$ cat config.mk
export PLATFORM = sky130hd
export DESIGN_NAME = pcie_ingress_ctrl_flat
export DESIGN_NICKNAME = d
export VERILOG_FILES = /design/src/rtl/pcie_ingress_ctrl_if.sv /design/src/rtl/pcie_ingress_ctrl.sv /design/src/flat_wrapper.sv
export SDC_FILE = /design/constraint.sdc
export NUM_CORES = 1
export LEC_CHECK = 0
export ABC_AREA = 1
export CAP_MARGIN = 20
export CORE_ASPECT_RATIO = 1.2
export CORE_UTILIZATION = 25
export CTS_CLUSTER_DIAMETER = 120
export DETAILED_ROUTE_END_ITERATION = 8
export PLACE_DENSITY_LB_ADDON = 0.3
export SYNTH_ARGS = -nofsm -noshare
export SYNTH_HDL_FRONTEND = slang
export SYNTH_SLANG_ARGS = --single-unit
$ cat constraint.sdc
create_clock -name clk -period 3.4 [get_ports clk]
set_clock_uncertainty 0.05 [all_clocks]
set_input_delay 0.51 -clock clk [delete_from_list [all_inputs] [get_ports clk]]
set_output_delay 0.51 -clock clk [all_outputs]
set_load 0.03 [all_outputs]
$ cat src/rtl/pcie_ingress_ctrl_if.sv
// Ingress-side bus for pcie_ingress_ctrl: source handshake, main-FIFO push path and status.
// The slave modport is the controller's view; master is the source/observer side.
interface pcie_ingress_ctrl_if #(
    parameter int unsigned DATA_WIDTH = 6,
    parameter int unsigned DEPTH      = 4,
    parameter int unsigned CNT_WIDTH  = 8
);
    localparam int unsigned OCC_W = $clog2(DEPTH) + 1;

    logic                  in_valid;
    logic [DATA_WIDTH-1:0] in_data;
    logic                  in_ready;
    logic                  Pausa_MF;
    logic                  push;
    logic [DATA_WIDTH-1:0] data_out;
    logic [1:0]            state;
    logic [CNT_WIDTH-1:0]  tx_count_vc0;
    logic [CNT_WIDTH-1:0]  tx_count_vc1;
    logic [CNT_WIDTH-1:0]  stall_count;
    logic [OCC_W-1:0]      occupancy;

    modport master (
        output in_valid, in_data, Pausa_MF,
        input  in_ready, push, data_out, state, tx_count_vc0, tx_count_vc1, stall_count,
               occupancy
    );

    modport slave (
        input  in_valid, in_data, Pausa_MF,
        output in_ready, push, data_out, state, tx_count_vc0, tx_count_vc1, stall_count,
               occupancy
    );
endinterface

$ cat src/rtl/pcie_ingress_ctrl.sv
// Ingress buffer in front of the PCIe main FIFO: small circular queue, registered push
// gated by Pausa_MF, per-VC transmit counters and a saturating stall counter.
module pcie_ingress_ctrl #(
    parameter int unsigned DATA_WIDTH = 6,
    parameter int unsigned DEPTH      = 4,
    parameter int unsigned CNT_WIDTH  = 8
) (
    input logic                clk,
    input logic                reset_L,
    pcie_ingress_ctrl_if.slave bus
);
    localparam int unsigned PTR_W  = $clog2(DEPTH);
    localparam int unsigned OCC_W  = PTR_W + 1;
    localparam int unsigned VC_BIT = DATA_WIDTH - 1;

    typedef enum logic [1:0] {
        StIdle   = 2'b00,
        StActive = 2'b01,
        StStall  = 2'b10
    } state_e;

    logic [DATA_WIDTH-1:0] mem_q [DEPTH];
    logic [PTR_W-1:0]      wr_ptr_q;
    logic [PTR_W-1:0]      rd_ptr_q;
    logic [OCC_W-1:0]      occ_q;
    logic [OCC_W-1:0]      occ_d;
    logic                  push_q;
    logic [DATA_WIDTH-1:0] data_q;
    state_e                state_q;
    state_e                state_d;
    logic [CNT_WIDTH-1:0]  tx0_q;
    logic [CNT_WIDTH-1:0]  tx1_q;
    logic [CNT_WIDTH-1:0]  stall_q;

    logic                  in_ready;
    logic                  wr_en;
    logic                  rd_en;
    logic [DATA_WIDTH-1:0] head;

    // Both enables look only at registered occupancy, so a word written at an edge
    // cannot also be popped at that same edge.
    assign in_ready = (occ_q < OCC_W'(DEPTH));
    assign wr_en    = bus.in_valid & in_ready;
    assign rd_en    = (occ_q != '0) & ~bus.Pausa_MF;
    assign head     = mem_q[rd_ptr_q];

    always_comb begin
        occ_d = occ_q;
        unique case ({wr_en, rd_en})
            2'b10:   occ_d = occ_q + OCC_W'(1);
            2'b01:   occ_d = occ_q - OCC_W'(1);
            default: occ_d = occ_q;
        endcase
    end

    always_comb begin
        state_d = state_q;
        unique case (state_q)
            StIdle: begin
                if (wr_en) begin
                    state_d = StActive;
                end
            end
            StActive: begin
                if (bus.Pausa_MF && (occ_d != '0)) begin
                    state_d = StStall;
                end else if ((occ_d == '0) && !rd_en) begin
                    state_d = StIdle;
                end
            end
            StStall: begin
                if (!bus.Pausa_MF) begin
                    state_d = StActive;
                end
            end
            default: state_d = StIdle;
        endcase
    end

    // Queue storage needs no reset: pointers and occupancy define what is valid.
    always_ff @(posedge clk) begin
        if (wr_en) begin
            mem_q[wr_ptr_q] <= bus.in_data;
        end
    end

    always_ff @(posedge clk or negedge reset_L) begin
        if (!reset_L) begin
            wr_ptr_q <= '0;
            rd_ptr_q <= '0;
            occ_q    <= '0;
            push_q   <= 1'b0;
            data_q   <= '0;
            state_q  <= StIdle;
            tx0_q    <= '0;
            tx1_q    <= '0;
            stall_q  <= '0;
        end else begin
            occ_q   <= occ_d;
            state_q <= state_d;
            push_q  <= rd_en;
            if (wr_en) begin
                wr_ptr_q <= wr_ptr_q + PTR_W'(1);
            end
            if (rd_en) begin
                rd_ptr_q <= rd_ptr_q + PTR_W'(1);
                data_q   <= head;
                if (head[VC_BIT]) begin
                    tx1_q <= tx1_q + CNT_WIDTH'(1);
                end else begin
                    tx0_q <= tx0_q + CNT_WIDTH'(1);
                end
            end
            if ((state_d == StStall) && (stall_q != '1)) begin
                stall_q <= stall_q + CNT_WIDTH'(1);
            end
        end
    end

    assign bus.in_ready     = in_ready;
    assign bus.push         = push_q;
    assign bus.data_out     = data_q;
    assign bus.state        = state_q;
    assign bus.tx_count_vc0 = tx0_q;
    assign bus.tx_count_vc1 = tx1_q;
    assign bus.stall_count  = stall_q;
    assign bus.occupancy    = occ_q;
endmodule
$ cat src/flat_wrapper.sv
// flat-port wrapper written by rule: the top's interface ports become plain ports
module pcie_ingress_ctrl_flat 
#(
    parameter int unsigned DATA_WIDTH = 6,
    parameter int unsigned DEPTH      = 4,
    parameter int unsigned CNT_WIDTH  = 8
)
  (clk, reset_L, bus_in_valid, bus_in_data, bus_Pausa_MF, bus_in_ready, bus_push, bus_data_out, bus_state, bus_tx_count_vc0, bus_tx_count_vc1, bus_stall_count, bus_occupancy);
  pcie_ingress_ctrl_if #(.DATA_WIDTH(DATA_WIDTH), .DEPTH(DEPTH), .CNT_WIDTH(CNT_WIDTH)) bus_i ();
  input logic clk;
  input logic reset_L;
  input wire logic [$bits(bus_i.in_valid)-1:0] bus_in_valid;
  input wire logic [$bits(bus_i.in_data)-1:0] bus_in_data;
  input wire logic [$bits(bus_i.Pausa_MF)-1:0] bus_Pausa_MF;
  output wire logic [$bits(bus_i.in_ready)-1:0] bus_in_ready;
  output wire logic [$bits(bus_i.push)-1:0] bus_push;
  output wire logic [$bits(bus_i.data_out)-1:0] bus_data_out;
  output wire logic [$bits(bus_i.state)-1:0] bus_state;
  output wire logic [$bits(bus_i.tx_count_vc0)-1:0] bus_tx_count_vc0;
  output wire logic [$bits(bus_i.tx_count_vc1)-1:0] bus_tx_count_vc1;
  output wire logic [$bits(bus_i.stall_count)-1:0] bus_stall_count;
  output wire logic [$bits(bus_i.occupancy)-1:0] bus_occupancy;
  assign bus_i.in_valid = bus_in_valid;
  assign bus_i.in_data = bus_in_data;
  assign bus_i.Pausa_MF = bus_Pausa_MF;
  assign bus_in_ready = bus_i.in_ready;
  assign bus_push = bus_i.push;
  assign bus_data_out = bus_i.data_out;
  assign bus_state = bus_i.state;
  assign bus_tx_count_vc0 = bus_i.tx_count_vc0;
  assign bus_tx_count_vc1 = bus_i.tx_count_vc1;
  assign bus_stall_count = bus_i.stall_count;
  assign bus_occupancy = bus_i.occupancy;
  pcie_ingress_ctrl #(.DATA_WIDTH(DATA_WIDTH), .DEPTH(DEPTH), .CNT_WIDTH(CNT_WIDTH)) u_core (.clk(clk), .reset_L(reset_L), .bus(bus_i));
endmodule
# Word level (Yosys, flattened, before mapping)
# Memory sizes are Yosys's and may differ from the RTL's.
# Cells that the tools add are included.
# word_totals
output_inout_bits	37
regBits	40
ramBits	24
in_bits	10
elab_cells	46
mem_count	1
# classes
muxes	8
n_lt_le_gt_ge	1
n_reduce_logical	10
addsub	7
eq_ne	6
n_bitwise	4
# mem_list
memory	depth	width	rd	rd_clocked_by_memory_dff	wr	line_no	source
u_core.mem_q	4	6	1	0	1	pcie_ingress_ctrl.sv:22	logic [DATA_WIDTH-1:0] mem_q [DEPTH];
# op_table
op	n
$add 8x1->8 const B	3
$mux 2	4
$ne 8x8->1 const B	1
$eq 2x2->1 const B	3
$pmux 2 s3	1
$pmux 3 s2	1
$reduce_bool 3->1	2
$add 2x1->2 const B	2
$eq 2x1->1 const B	2
$reduce_and 2->1	2
$add 3x1->3 const B	1
$logic_and 1x1->1	3
$logic_not 3->1	1
$lt 3x3->1 const B	1
$sub 3x1->3 const B	1
$and 1x1->1	2
$logic_not 2->1	1
$mux 1	2
$not 1->1	2
$logic_not 1->1	1

# Longest topological paths before layout
# logic_depth
depth_word	11
ltp_mapped	18
ltp_nobuf	17

# Least setup slack after synthesis
# Ideal clock, no wire load.
# synth_path
path_kind	flip-flop to flip-flop
start	register u_core.occ_q[2], in the netlist u_core.bus.occupancy[2]
end	register u_core.stall_q[2], in the netlist u_core.bus.stall_count[2]
required_time_ps	3231
setup_ps	119
path_slack_ps	623
arrival_time_ps	2608
synth_period_minus_slack_ps	2777
stages_incl_launch_ff	17
n_path_buf	1
path_cell_list	dfrtp_1 > inv_2 > nand3_2 > nand2_2 > inv_2 > buf_2 > ha_1 > inv_1 > fa_1 > o21ai_0 > nor2_1 > nand3_1 > nand3_1 > nand2_2 > nand2_4 > nand2_1 > nand2_1
# synth_between
elab_chain_len	11
word_cells_on_any_way	20
cone_classes	add/sub (2); order compare (1); eq/ne (3); mux (5); bitwise (2); reduce/logical (7)
# synth_lines
item	line_no	source
start, declared	pcie_ingress_ctrl.sv:25	logic [OCC_W-1:0] occ_q;
start signal, assigned	pcie_ingress_ctrl.sv:91	occ_q <= '0;
start signal, assigned	pcie_ingress_ctrl.sv:99	occ_q <= occ_d;
$lt 3x3->1 *	pcie_ingress_ctrl.sv:42	assign in_ready = (occ_q < OCC_W'(DEPTH));
via bus_in_ready	flat_wrapper.sv:15	output wire logic [$bits(bus_i.in_ready)-1:0] bus_in_ready;
$and 1x1->1 *	pcie_ingress_ctrl.sv:43	assign wr_en = bus.in_valid & in_ready;
$eq 2x1->1 or $eq 2x2->1 (tied branches)	pcie_ingress_ctrl.sv:49	unique case ({wr_en, rd_en})
$pmux 3 s2 *	pcie_ingress_ctrl.sv:49	
via u_core.occ_d[1]	pcie_ingress_ctrl.sv:26	logic [OCC_W-1:0] occ_d;
$logic_not 3->1	pcie_ingress_ctrl.sv:67	end else if ((occ_d == '0) && !rd_en) begin
$logic_and 1x1->1	pcie_ingress_ctrl.sv:67	
$mux 2	pcie_ingress_ctrl.sv:67	
$mux 2 *	pcie_ingress_ctrl.sv:65	if (bus.Pausa_MF && (occ_d != '0)) begin
$pmux 2 s3 *	pcie_ingress_ctrl.sv:58	unique case (state_q)
via u_core.state_d[1]	pcie_ingress_ctrl.sv:30	state_e state_d;
$eq 2x2->1 *	pcie_ingress_ctrl.sv:114	if ((state_d == StStall) && (stall_q != '1)) begin
$logic_and 1x1->1 *	pcie_ingress_ctrl.sv:114	
end signal, assigned	pcie_ingress_ctrl.sv:115	stall_q <= stall_q + CNT_WIDTH'(1);
end, declared	pcie_ingress_ctrl.sv:33	logic [CNT_WIDTH-1:0] stall_q;
# The timed path passes the listed nets; every way through them passes the cells marked *.
# A chain may end at the register's enable or synchronous reset.

# Worst setup path after layout
# layout_path
start	input bus_Pausa_MF
end	register u_core.stall_q[7], in the netlist u_core.bus.stall_count[7]
# layout_between
elab_chain_len	11
word_cells_on_any_way	16
cone_classes	eq/ne (3); mux (5); bitwise (2); reduce/logical (6)
# layout_lines
item	line_no	source
start, declared	flat_wrapper.sv:14	input wire logic [$bits(bus_i.Pausa_MF)-1:0] bus_Pausa_MF;
$not 1->1 *	pcie_ingress_ctrl.sv:44	assign rd_en = (occ_q != '0) & ~bus.Pausa_MF;
$and 1x1->1 *	pcie_ingress_ctrl.sv:44	
$eq 2x1->1 or $eq 2x2->1 (tied branches)	pcie_ingress_ctrl.sv:49	
$pmux 3 s2 *	pcie_ingress_ctrl.sv:49	
via u_core.occ_d[1]	pcie_ingress_ctrl.sv:26	
$logic_not 3->1	pcie_ingress_ctrl.sv:67	
$logic_and 1x1->1	pcie_ingress_ctrl.sv:67	
$mux 2	pcie_ingress_ctrl.sv:67	
$mux 2 *	pcie_ingress_ctrl.sv:65	
$pmux 2 s3 *	pcie_ingress_ctrl.sv:58	
via u_core.state_d[1]	pcie_ingress_ctrl.sv:30	
$eq 2x2->1 *	pcie_ingress_ctrl.sv:114	
$logic_and 1x1->1 *	pcie_ingress_ctrl.sv:114	
# Marked as above.

==> flow_summary.toml <==
[clock_tree]
worstSkewPairLatency_ns = 0.32
cts.reportedPaths.clkPinSlew_ns = 0.05
cts.sinks = 64
clock_path_buffers = 2
cts_setup_buffers = 0
cts_tree = "yes"
cts_buffers = 9
root_buffer = "clkbuf_16"
ctsHoldBuffers = 0
cts_resized = 0
htreeDepth = 3

[yosys]
ys_types = 28
yosysSeqAreaShare_pct = 59.7
synth_edf_count = 24
ys_ff_latch = 64
netlist_area_um2 = 2880
synthTopCellsByArea = "dfrtp_1 (35%), edfxtp_1 (25%), nand2_1 (7.0%), xor2_1 (5.2%), nor2_1 (4.8%)"
synth_warnings = 0
synth_area_per_cell_um2 = 10.4
synth_ff_type = "dfrtp_1"
synth.largest_area_cell = "dfrtp_1"
synth_top_area_share_pct = 34.7
async_flop_share_pct = 62.5
synth_fp_nets = 297
synth_cells = 278

[timing]
slew_violations = 0
relSlewSlack_pct = 37.1
setup-tns-final_ns = 0
period_needed_ns = 2.75
worst_pin_slew_ns = 0.943
setup_viol = 0
fmax_mhz = 363
fin_hold_ws_ns = 0.287
fin_crit_sh_pct = 80.9
rsz0062_at_grt = "false"
hold_viol = 0

[die]
io_pins = 47
die-area_um2 = 12000
fp.coreArea_um2 = 11100
core.rowCount = 42
start_util_pct = 25.9
die_y_um = 120
die_x_um = 100

[cells_and_area]
post-route-util_pct = 34.6
drive_above_1_share_pct = 12.2
mostFrequentLayoutCells = "nand2_1 (54), clkdlybuf4s50_1 (45), dfrtp_1 (40), nor2_1 (37), edfxtp_1 (24)"
layoutNonFillerInstCount = 491
area_growth_pct = 33.5
nets = 351
fillers = 1139
multi_input_area_um2 = 1040
regArea_um2 = 1720
layout_commonest_cell = "nand2_1"
insertedDiodeCount = 0

[worst_setup_path]
path_class = "primary input to flop"
crit_path_start_kind = "primary input"
end_kind = "flop"
crit_arrival_ns = 2.91
required_ns = 3.56
cp_max_fo = 10

[grt]
grt_usage_pct = 10.8
antenna_found_initial = 0
grt_pass1_wl_mm = 9.70
grt_max_degree = 41
grt_pass1_vias = 2025
grt_remaining_overflow = 0

[power]
p_leak_nw = 1.66
p_int_mw = 2.23
ir_worst_vdd_mv = 0.288
p_sw_share_pct = 38.8
power.total_mw = 3.65
seqPwrFrac_pct = 34.2
clkPwrFrac_pct = 27.4
power_density_nw_per_um2 = 947
p_comb_share_pct = 38.4
p_sw_mw = 1.41

[placement]
gp_congestion = 0.743
dp.final_hpwl_mm = 4.13
io_buffers = 46
place_inst = 475

[drt]
vias_per_cell = 4.08
drt_pass1_iterations = 4
drc = 0
wl_mm = 5.79
detail_route.wl_per_cell_um = 11.8
ant_nets = 0
drtIter0Drc = 56
num_vias = 2005

[min_path]
min_path_type = "primary input to async pin"

[job]
maxCapViolCount = 0

[status]
outcome = "finished clean"
-- layout make-up --
| class | count | area share [%] |
|---|---|---|
| clock buffer | 10 | 6.21 |
| sequential | 64 | 44.7 |
| clock inverter | 6 | 2.40 |
| multi-input combinational | 183 | 27.0 |
| timing repair buffer | 47 | 12.0 |
| inverter | 27 | 2.63 |
| tap | 154 | 5.00 |
-- metal layers --
metal	part of all wire [%]	global-route usage (%)	routed length [um]	vias to the layer above
met3	3.9	3.26	225	9
met1	42	12.4	2460	943
li1	-	-	-	1012
met5	0	0	0	-
met2	51	17.9	2970	41
met4	2.3	5.71	135	0
-- flip-flops by register name, indices dropped and copies added (netlist names) --
name and cells:
u_core.bus.data_out 6, u_core.bus.occupancy 3, u_core.bus.push 1, u_core.bus.stall_count 8, u_core.bus.state 2, u_core.bus.tx_count_vc0 8
u_core.bus.tx_count_vc1 8, u_core.mem_q 24, u_core.rd_ptr_q 2, u_core.wr_ptr_q 2
-- cells in the mapped netlist (3+ instances only) --
cell,n
xnor2_1,3
nand3_1,18
nor3_1,3
nor2_2,3
nor2_1,37
o21ai_0,12
nand2_2,5
edfxtp_1,24
inv_2,4
dfrtp_1,40
inv_1,23
a31oi_1,5
xor2_1,17
nand4_1,3
nand3_2,3
nand2_1,54
ha_1,8
nand2_4,3
-- per-stage QoR --
stage	worst slack, ns	area [um^2]
after floorplan	0.623	2880
after global placement	0.425	3520
after detailed placement	0.268	3520
after CTS	0.636	3850
after global routing	0.407	3850
final	0.648	3850
-- critical path, cell delays in order --
cell	delay, ns
clkdlybuf4s50_1	0.54
inv_1	0.08
nand2_2	0.13
inv_2	0.05
ha_1	0.20
inv_1	0.09
fa_1	0.41
o21ai_0	0.22
nor2_1	0.08
nand3_1	0.10
nand3_1	0.09
nand2_2	0.18
nand2_4	0.11
nand2_1	0.07
nand2_1	0.05
-- logic make-up after synthesis --
kind of cell / synth area share [%]
xor+xnor: 6.07
flops: 59.7
simple gates: 21.6
compound gates: 3.77
fa+ha+maj: 4.17
mux: 0.390
buf+inv: 4.25
-- power groups by stage --
stage          clock (mW)  combinational [mW]  sequential [mW]
2_1_floorplan           0               0.679             1.48
3_3_place_gp            0                1.40             1.26
3_5_place_dp            0                1.42             1.27
4_1_cts              1.03                1.42             1.26
5_1_grt              1.07                1.56             1.28
6_report             1.00                1.40             1.25
-- worst paths after layout --
kind | startpoint | endpoint | slack, ns | cells after the start
worst max-delay path | bus_Pausa_MF | u_core.bus.stall_count[7]$_DFFE_PN0P_ | 0.65 | 15
worst min-delay path | reset_L | u_core.bus.state[1]$_DFF_PN0_ | 0.29 | 1
worst max register to register | u_core.bus.occupancy[0]$_DFF_PN0_ | u_core.bus.stall_count[7]$_DFFE_PN0P_ | 0.81 | 15
worst min register to register | u_core.bus.tx_count_vc0[6]$_DFFE_PN0P_ | u_core.bus.tx_count_vc0[6]$_DFFE_PN0P_ | 0.46 | 1
max in group asynchronous | reset_L | u_core.rd_ptr_q[0]$_DFFE_PN0P_ | 2.43 | 1
min in group clk | u_core.bus.tx_count_vc0[6]$_DFFE_PN0P_ | u_core.bus.tx_count_vc0[6]$_DFFE_PN0P_ | 0.46 | 1
No activity file was read; power rests on OpenSTA's default activity.
